<file path="src/rtl/norm_seq_ctrl_pkg.sv">
// Shared constants, state encoding and result-flag bundle for the FP normalization sequencer.
// Widths are fixed by the CalcMSBPos leading-one detector (31-bit input, 5-bit position).
package norm_seq_ctrl_pkg;

    localparam int NORM_IN_W    = 31;
    localparam int NORM_FRAC_W  = 23;
    localparam int NORM_EXP_W   = 8;
    localparam int NORM_EXP_MAX = (1 << NORM_EXP_W) - 1;
    localparam int NORM_POS_W   = 5;

    typedef enum logic [1:0] {
        ST_IDLE   = 2'd0,
        ST_DETECT = 2'd1,
        ST_SHIFT  = 2'd2,
        ST_DONE   = 2'd3
    } norm_state_t;

    typedef struct packed {
        logic zero;
        logic ovf;
        logic unf;
    } norm_flags_t;

    // Detector reports position+1 so that 0 can mean "no bit set".
    function automatic logic [NORM_POS_W-1:0] lead_index(input logic [NORM_POS_W-1:0] pos);
        return pos - NORM_POS_W'(1);
    endfunction

endpackage

</file>
<file path="src/rtl/CalcMSBPos.sv">
// Leading-one detector: oPos = index of the highest set bit plus one, oAct = any bit set.
// oPos is 0 when iData is 0.
module CalcMSBPos
    import norm_seq_ctrl_pkg::*;
(
    input  logic [NORM_IN_W-1:0]  iData,
    output logic [NORM_POS_W-1:0] oPos,
    output logic                  oAct
);

    always_comb begin
        oPos = '0;
        oAct = |iData;
        for (int i = 0; i < NORM_IN_W; i++) begin
            if (iData[i]) begin
                oPos = NORM_POS_W'(i + 1);
            end
        end
    end

endmodule

</file>
<file path="src/rtl/norm_shift_unit.sv">
// Combinational barrel shift, exponent adjust and zero/overflow/underflow classification.
// Underflow behaviour depends on NORM_FTZ_EN (defined: flush to zero; undefined: denormal fraction).
module norm_shift_unit
    import norm_seq_ctrl_pkg::*;
#(
    parameter int EXP_W  = NORM_EXP_W,
    parameter int FRAC_W = NORM_FRAC_W,
    parameter int IN_W   = NORM_IN_W,
    parameter int POS_W  = NORM_POS_W
) (
    input  logic [EXP_W-1:0]  iExp,
    input  logic [IN_W-1:0]   iMant,
    input  logic [POS_W-1:0]  iPos,
    input  logic              iAct,
    output logic [EXP_W-1:0]  oExp,
    output logic [FRAC_W-1:0] oMant,
    output norm_flags_t       oFlags
);

    localparam int EW      = EXP_W + 2;
    localparam int EXP_MAX = (1 << EXP_W) - 1;

    logic [POS_W-1:0]     k;
    logic signed [EW-1:0] e_s;
    logic [IN_W-1:0]      norm_sh;
    logic [IN_W-1:0]      denorm_sh;

    always_comb begin
        k   = lead_index(iPos);
        e_s = $signed({2'b00, iExp}) + $signed(EW'(k)) - $signed(EW'(FRAC_W));

        // Bring the leading one onto the hidden-bit position; right shifts truncate.
        if (k > POS_W'(FRAC_W)) begin
            norm_sh = iMant >> (k - POS_W'(FRAC_W));
        end else begin
            norm_sh = iMant << (POS_W'(FRAC_W) - k);
        end

        if (iExp != '0) begin
            denorm_sh = iMant << (iExp - EXP_W'(1));
        end else begin
            denorm_sh = iMant >> 1;
        end

        oExp   = e_s[EXP_W-1:0];
        oMant  = norm_sh[FRAC_W-1:0];
        oFlags = '0;

        if (!iAct) begin
            oExp        = '0;
            oMant       = '0;
            oFlags.zero = 1'b1;
        end else if (e_s >= $signed(EW'(EXP_MAX))) begin
            oExp       = '1;
            oMant      = '0;
            oFlags.ovf = 1'b1;
        end else if (e_s <= $signed(EW'(0))) begin
            oExp       = '0;
            oFlags.unf = 1'b1;
`ifdef NORM_FTZ_EN
            oMant       = '0;
            oFlags.zero = 1'b1;
`else
            oMant       = denorm_sh[FRAC_W-1:0];
            oFlags.zero = (denorm_sh[FRAC_W-1:0] == '0);
`endif
        end
    end

endmodule

</file>
<file path="src/rtl/norm_seq_ctrl.sv">
// FP normalization sequencer: IDLE -> DETECT -> SHIFT -> DONE, one operand in flight at a time.
// Build option NORM_FTZ_EN (see norm_shift_unit) selects flush-to-zero on exponent underflow.
module norm_seq_ctrl
    import norm_seq_ctrl_pkg::*;
#(
    parameter int EXP_W  = NORM_EXP_W,
    parameter int FRAC_W = NORM_FRAC_W,
    parameter int IN_W   = NORM_IN_W
) (
    input  logic              iClk,
    input  logic              iRst_n,
    input  logic              iAbort,
    input  logic              iValid,
    output logic              oReady,
    input  logic              iSign,
    input  logic [EXP_W-1:0]  iExp,
    input  logic [IN_W-1:0]   iMant,
    output logic              oValid,
    input  logic              iReady,
    output logic              oSign,
    output logic [EXP_W-1:0]  oExp,
    output logic [FRAC_W-1:0] oMant,
    output logic              oZero,
    output logic              oOvf,
    output logic              oUnf
);

    localparam int POS_W = NORM_POS_W;

    if (IN_W != NORM_IN_W) begin : g_in_w_check
        $error("norm_seq_ctrl: IN_W is fixed at 31 by CalcMSBPos");
    end

    norm_state_t       state_q, state_d;
    logic              ready_q, ready_d;
    logic              valid_q, valid_d;
    logic              op_sign_q, op_sign_d;
    logic [EXP_W-1:0]  op_exp_q, op_exp_d;
    logic [IN_W-1:0]   op_mant_q, op_mant_d;
    logic [POS_W-1:0]  pos_q, pos_d;
    logic              act_q, act_d;
    logic              sign_q, sign_d;
    logic [EXP_W-1:0]  exp_q, exp_d;
    logic [FRAC_W-1:0] mant_q, mant_d;
    norm_flags_t       flags_q, flags_d;

    logic [POS_W-1:0]  det_pos;
    logic              det_act;
    logic [EXP_W-1:0]  sh_exp;
    logic [FRAC_W-1:0] sh_mant;
    norm_flags_t       sh_flags;

    CalcMSBPos u_msb (
        .iData (op_mant_q),
        .oPos  (det_pos),
        .oAct  (det_act)
    );

    norm_shift_unit #(
        .EXP_W  (EXP_W),
        .FRAC_W (FRAC_W),
        .IN_W   (IN_W),
        .POS_W  (POS_W)
    ) u_shift (
        .iExp   (op_exp_q),
        .iMant  (op_mant_q),
        .iPos   (pos_q),
        .iAct   (act_q),
        .oExp   (sh_exp),
        .oMant  (sh_mant),
        .oFlags (sh_flags)
    );

    always_comb begin
        state_d   = state_q;
        ready_d   = ready_q;
        valid_d   = valid_q;
        op_sign_d = op_sign_q;
        op_exp_d  = op_exp_q;
        op_mant_d = op_mant_q;
        pos_d     = pos_q;
        act_d     = act_q;
        sign_d    = sign_q;
        exp_d     = exp_q;
        mant_d    = mant_q;
        flags_d   = flags_q;

        // Abort beats everything, but the last result stays on the data outputs.
        if (iAbort) begin
            state_d = ST_IDLE;
            ready_d = 1'b1;
            valid_d = 1'b0;
        end else begin
            unique case (state_q)
                ST_IDLE: begin
                    if (iValid && ready_q) begin
                        op_sign_d = iSign;
                        op_exp_d  = iExp;
                        op_mant_d = iMant;
                        ready_d   = 1'b0;
                        state_d   = ST_DETECT;
                    end
                end
                ST_DETECT: begin
                    pos_d   = det_pos;
                    act_d   = det_act;
                    state_d = ST_SHIFT;
                end
                ST_SHIFT: begin
                    sign_d  = op_sign_q;
                    exp_d   = sh_exp;
                    mant_d  = sh_mant;
                    flags_d = sh_flags;
                    valid_d = 1'b1;
                    state_d = ST_DONE;
                end
                ST_DONE: begin
                    if (iReady) begin
                        valid_d = 1'b0;
                        ready_d = 1'b1;
                        state_d = ST_IDLE;
                    end
                end
                default: state_d = ST_IDLE;
            endcase
        end
    end

    always_ff @(posedge iClk or negedge iRst_n) begin
        if (!iRst_n) begin
            state_q   <= ST_IDLE;
            ready_q   <= 1'b1;
            valid_q   <= 1'b0;
            op_sign_q <= 1'b0;
            op_exp_q  <= '0;
            op_mant_q <= '0;
            pos_q     <= '0;
            act_q     <= 1'b0;
            sign_q    <= 1'b0;
            exp_q     <= '0;
            mant_q    <= '0;
            flags_q   <= '0;
        end else begin
            state_q   <= state_d;
            ready_q   <= ready_d;
            valid_q   <= valid_d;
            op_sign_q <= op_sign_d;
            op_exp_q  <= op_exp_d;
            op_mant_q <= op_mant_d;
            pos_q     <= pos_d;
            act_q     <= act_d;
            sign_q    <= sign_d;
            exp_q     <= exp_d;
            mant_q    <= mant_d;
            flags_q   <= flags_d;
        end
    end

    assign oReady = ready_q;
    assign oValid = valid_q;
    assign oSign  = sign_q;
    assign oExp   = exp_q;
    assign oMant  = mant_q;
    assign oZero  = flags_q.zero;
    assign oOvf   = flags_q.ovf;
    assign oUnf   = flags_q.unf;

endmodule

</file>
<file path="config.mk">
export PLATFORM = sky130hd
export DESIGN_NAME = norm_seq_ctrl
export DESIGN_NICKNAME = d
export VERILOG_FILES = /design/src/rtl/norm_seq_ctrl_pkg.sv /design/src/rtl/CalcMSBPos.sv /design/src/rtl/norm_shift_unit.sv /design/src/rtl/norm_seq_ctrl.sv
export SDC_FILE = /design/constraint.sdc
export NUM_CORES = 1
export LEC_CHECK = 0
export ABC_AREA = 1
export CAP_MARGIN = 0
export CORE_AREA = 2 2 140 142
export DETAILED_ROUTE_END_ITERATION = 10
export DIE_AREA = 0 0 142 144
export PLACE_DENSITY_LB_ADDON = 0.08
export REMOVE_ABC_BUFFERS = 1
export SLEW_MARGIN = 20
export SYNTH_ARGS = -nofsm -noshare
export SYNTH_HDL_FRONTEND = slang
export SYNTH_SLANG_ARGS = --single-unit
</file>
<file path="constraint.sdc">
create_clock -name iClk -period 9.62 [get_ports iClk]
set_clock_uncertainty 0.2 [all_clocks]
set_input_delay 2.886 -clock iClk [delete_from_list [all_inputs] [get_ports iClk]]
set_output_delay 2.886 -clock iClk [all_outputs]
set_load 0.05 [all_outputs]
</file>
==> key figures <==
Setup path
  – Crit Path Category: reg2reg
  – Crit start category: flop
  – Crit path from: pos_q[0]
  – Slowest cell on crit path: ha_1
  – R2R Setup Slk: 3.95 ns
  – CP endpoint kind: flop
  – Reg-to-reg critical path endpoint: oMant[9]
  – WP data arrival: 5.75 ns
  – Critical path, cell by cell: buf_4 > clkinv_1 > ha_1 > inv_1 > ha_1 > nand3_1 > nand2_1 > a21oi_1 > o21ai_2 > nand2_1 > nor2_1 > xor2_1 > nand4_1 > xnor2_1 > o21ai_1 > nand2_1 > inv_1 > nor2_2 > o21ai_0 > o21ai_0
  – Setup crit end: oMant[9]
  – CP max stage delay: 0.80 ns
  – Crit path top cell by count: nand2_1
  – R2R Path Start: pos_q[0]
  – Reg2Reg Depth: 20
  – Critical Path Fanout Max: 49
  – WP data required: 9.70 ns

GRT
  – Vias in the first global route: 8,690
  – Total global-route track usage: 31.3%
  – Largest net degree at the start of global routing: 78
  – Gr ovfl total: 0
  – Initial antenna violation count: 0
  – Global-route wire length before repair: 48,800 um

Logic synthesis
  – Top cell type's share of synthesized area: 25.8%
  – Asr flop ratio synth: 100%
  – Mapped cell area: 8160 um^2
  – Most numerous cell in the Yosys netlist: nand2_1
  – Top cells by count, synth: nand2_1, nor2_1, o21ai_0
  – FF+latch count, synth: 85
  – Synth area leaders: dfrtp_1, nand2_1, o21ai_0
  – Number of flops mapped to enable cells by yosys: 0
  – Distinct cells, synth: 50
  – Post-synth top area cell: dfrtp_1
  – Seq/Total Area, Yosys: 26.1%
  – Cells after Synth: 1,376
  – Post-synth top flop: dfrtp_1
  – Syn_area_per_cell: 5.93 um^2
  – Synthesis Warnings: 0

Placement
  – Final GP Congestion: 0.969
  – IO buf count: 81
  – Inst Count DP: 1,635
  – Worst Setup Slack post-DPL: 4.03 ns
  – Post-DP HPWL: 24,100 um

Route
  – 1st-iter DRT viols: 973
  – Via density: 5.75
  – Vias: 9,492
  – Routed Antenna Nets: 0
  – DR DRC count: 0
  – First-pass DRT Iterations: 5
  – Wire length per cell: 19.1 um
  – Final WL: 31,600 um

Timing
  – F_max: 0.176 GHz
  – Max-slew violations: 0
  – Rel. slew slack: 30.7%
  – Tightest Pin Transition: 1.04 ns
  – RSZ-0062 raised after global routing: no
  – Final setup violation count: 0
  – Setup TNS: 0 ns
  – Setup ws final: 3.95 ns
  – Final period util: 59.0%
  – Hold Fails Final Rpt: 0
  – Post-route minimum period: 5.67 ns

CTS
  – CTS buffer count: 9
  – CTS sink cnt: 85
  – H-tree levels: 3
  – Post-CTS resize count: 0
  – Root buf cell: clkbuf_16
  – CTS tree: done
  – Hold_buf cts: 0
  – Clock Pin Slew Worst Setup and Hold Paths: 0.07 ns
  – Number of post-CTS setup repair buffers: 0
  – Maximum root-to-sink buffer count: 2
  – Clock latency on the worst-skew pair: 0.36 ns

Job
  – Maxcap violations: 0

Floorplanning
  – Rows: 51
  – Die height: 144 um
  – Ports: 82
  – Placeable Area: 19,100 um^2
  – Die Area: 20,400 um^2
  – Starting density of the core: 42.7%
  – Die width: 142 um

Cells and area
  – Seq. cell area: 2130 um^2
  – Fillers: 2,085
  – Fraction of layout cells with a size suffix above 1: 3.68%
  – Area Overhead vs Synth: 14.8%
  – Layout Utilization: 49.1%
  – Post-Layout Cell Count: 1,651
  – Multi-input gate area: 5310 um^2
  – Nets: 1,470
  – # diodes: 0

Run status
  – Status: finished clean

Worst hold path
  – Worst min path class: reg2reg
[routing by layer]
metal	GRT usage [%]	vias up	wire length, um
met3	5.56	76	2190
met1	42.1	4423	13900
li1	-	4616	-
met5	0	-	0
met2	50.8	377	14300
met4	11.1	0	1160
[kinds of logic (layout without fill, tap and decap cells)]
| kind of cell | count (synthesis) | in the layout | synth area share [%] |
|---|---|---|---|
| mux | 6 | 6 | 0.782 |
| flops | 85 | 85 | 26.1 |
| simple gates | 717 | 717 | 35.3 |
| xor+xnor | 17 | 17 | 2.01 |
| compound gates | 350 | 350 | 24.2 |
| fa+ha+maj | 17 | 17 | 2.70 |
| buf+inv | 184 | 221 | 8.98 |
[metrics by stage]
step	area, um^2	hold slack [ns]
after floorplan	7840	0.236
after CTS	9360	0.274
final	9360	0.272
after global routing	9360	0.309
after detailed placement	9060	0.256
after global placement	9060	0.249
[worst min path at each step]
stage / from / end / slack (ns) / cells after the start
2_1_floorplan: op_sign_q / oSign / 0.24 / 2
3_3_place_gp: op_sign_q / oSign / 0.25 / 2
3_5_place_dp: op_sign_q / oSign / 0.26 / 2
4_1_cts: op_sign_q / oSign / 0.27 / 2
5_1_grt: oMant[10] / oMant[10] / 0.31 / 2
6_report: op_sign_q / oSign / 0.27 / 2
[sequential cells by signal, indices dropped and copies added, names as in the netlist, 2 cells and up]
register / count
state_q: 2
pos_q: 5
oExp: 8
op_mant_q: 31
oMant: 23
op_exp_q: 8
[final cells by class]
cell class / count / area share, %
Timing Repair Buffer: 94 / 9.68
Clock buffer: 9 / 2.41
Clock inverter: 7 / 0.802
Tap cell: 238 / 3.18
Inverter: 111 / 4.48
Multi-Input combinational cell: 1107 / 56.7
Sequential cell: 85 / 22.7
[cells in the final DEF, fill, tap and decap left out, types with 4 or more instances in the layout]
cell             count
clkdlybuf4s50_1     80
nand4_1             12
buf_4               14
clkbuf_16            9
dfrtp_1             84
o21ai_1             16
nor3_1              10
nor2_2               4
ha_1                16
o211ai_1            20
o22ai_1             16
o21bai_1             8
o311ai_0             5
o221ai_1             7
inv_1              105
nor2_1             189
a22oi_1              5
o21ai_0            163
xor2_1              10
a21oi_1             88
xnor2_1              5
nand2_1            419
nand3_1             73
a31oi_1              7
[critical path: cells and delay by family (launching register included)]
kind	cells	cell delay [ns]
adder cells (fa/ha/maj)	2	1.25
XOR/XNOR	2	0.48
AO/OA/AOI/OAI	5	0.73
buffers and inverters	4	1.28
flip-flops	1	0.33
AND/OR/NAND/NOR	7	1.28
Power is left out: the tool's default activity adds up to more than one toggle a clock period on the data nets, which glitch-free logic cannot reach.
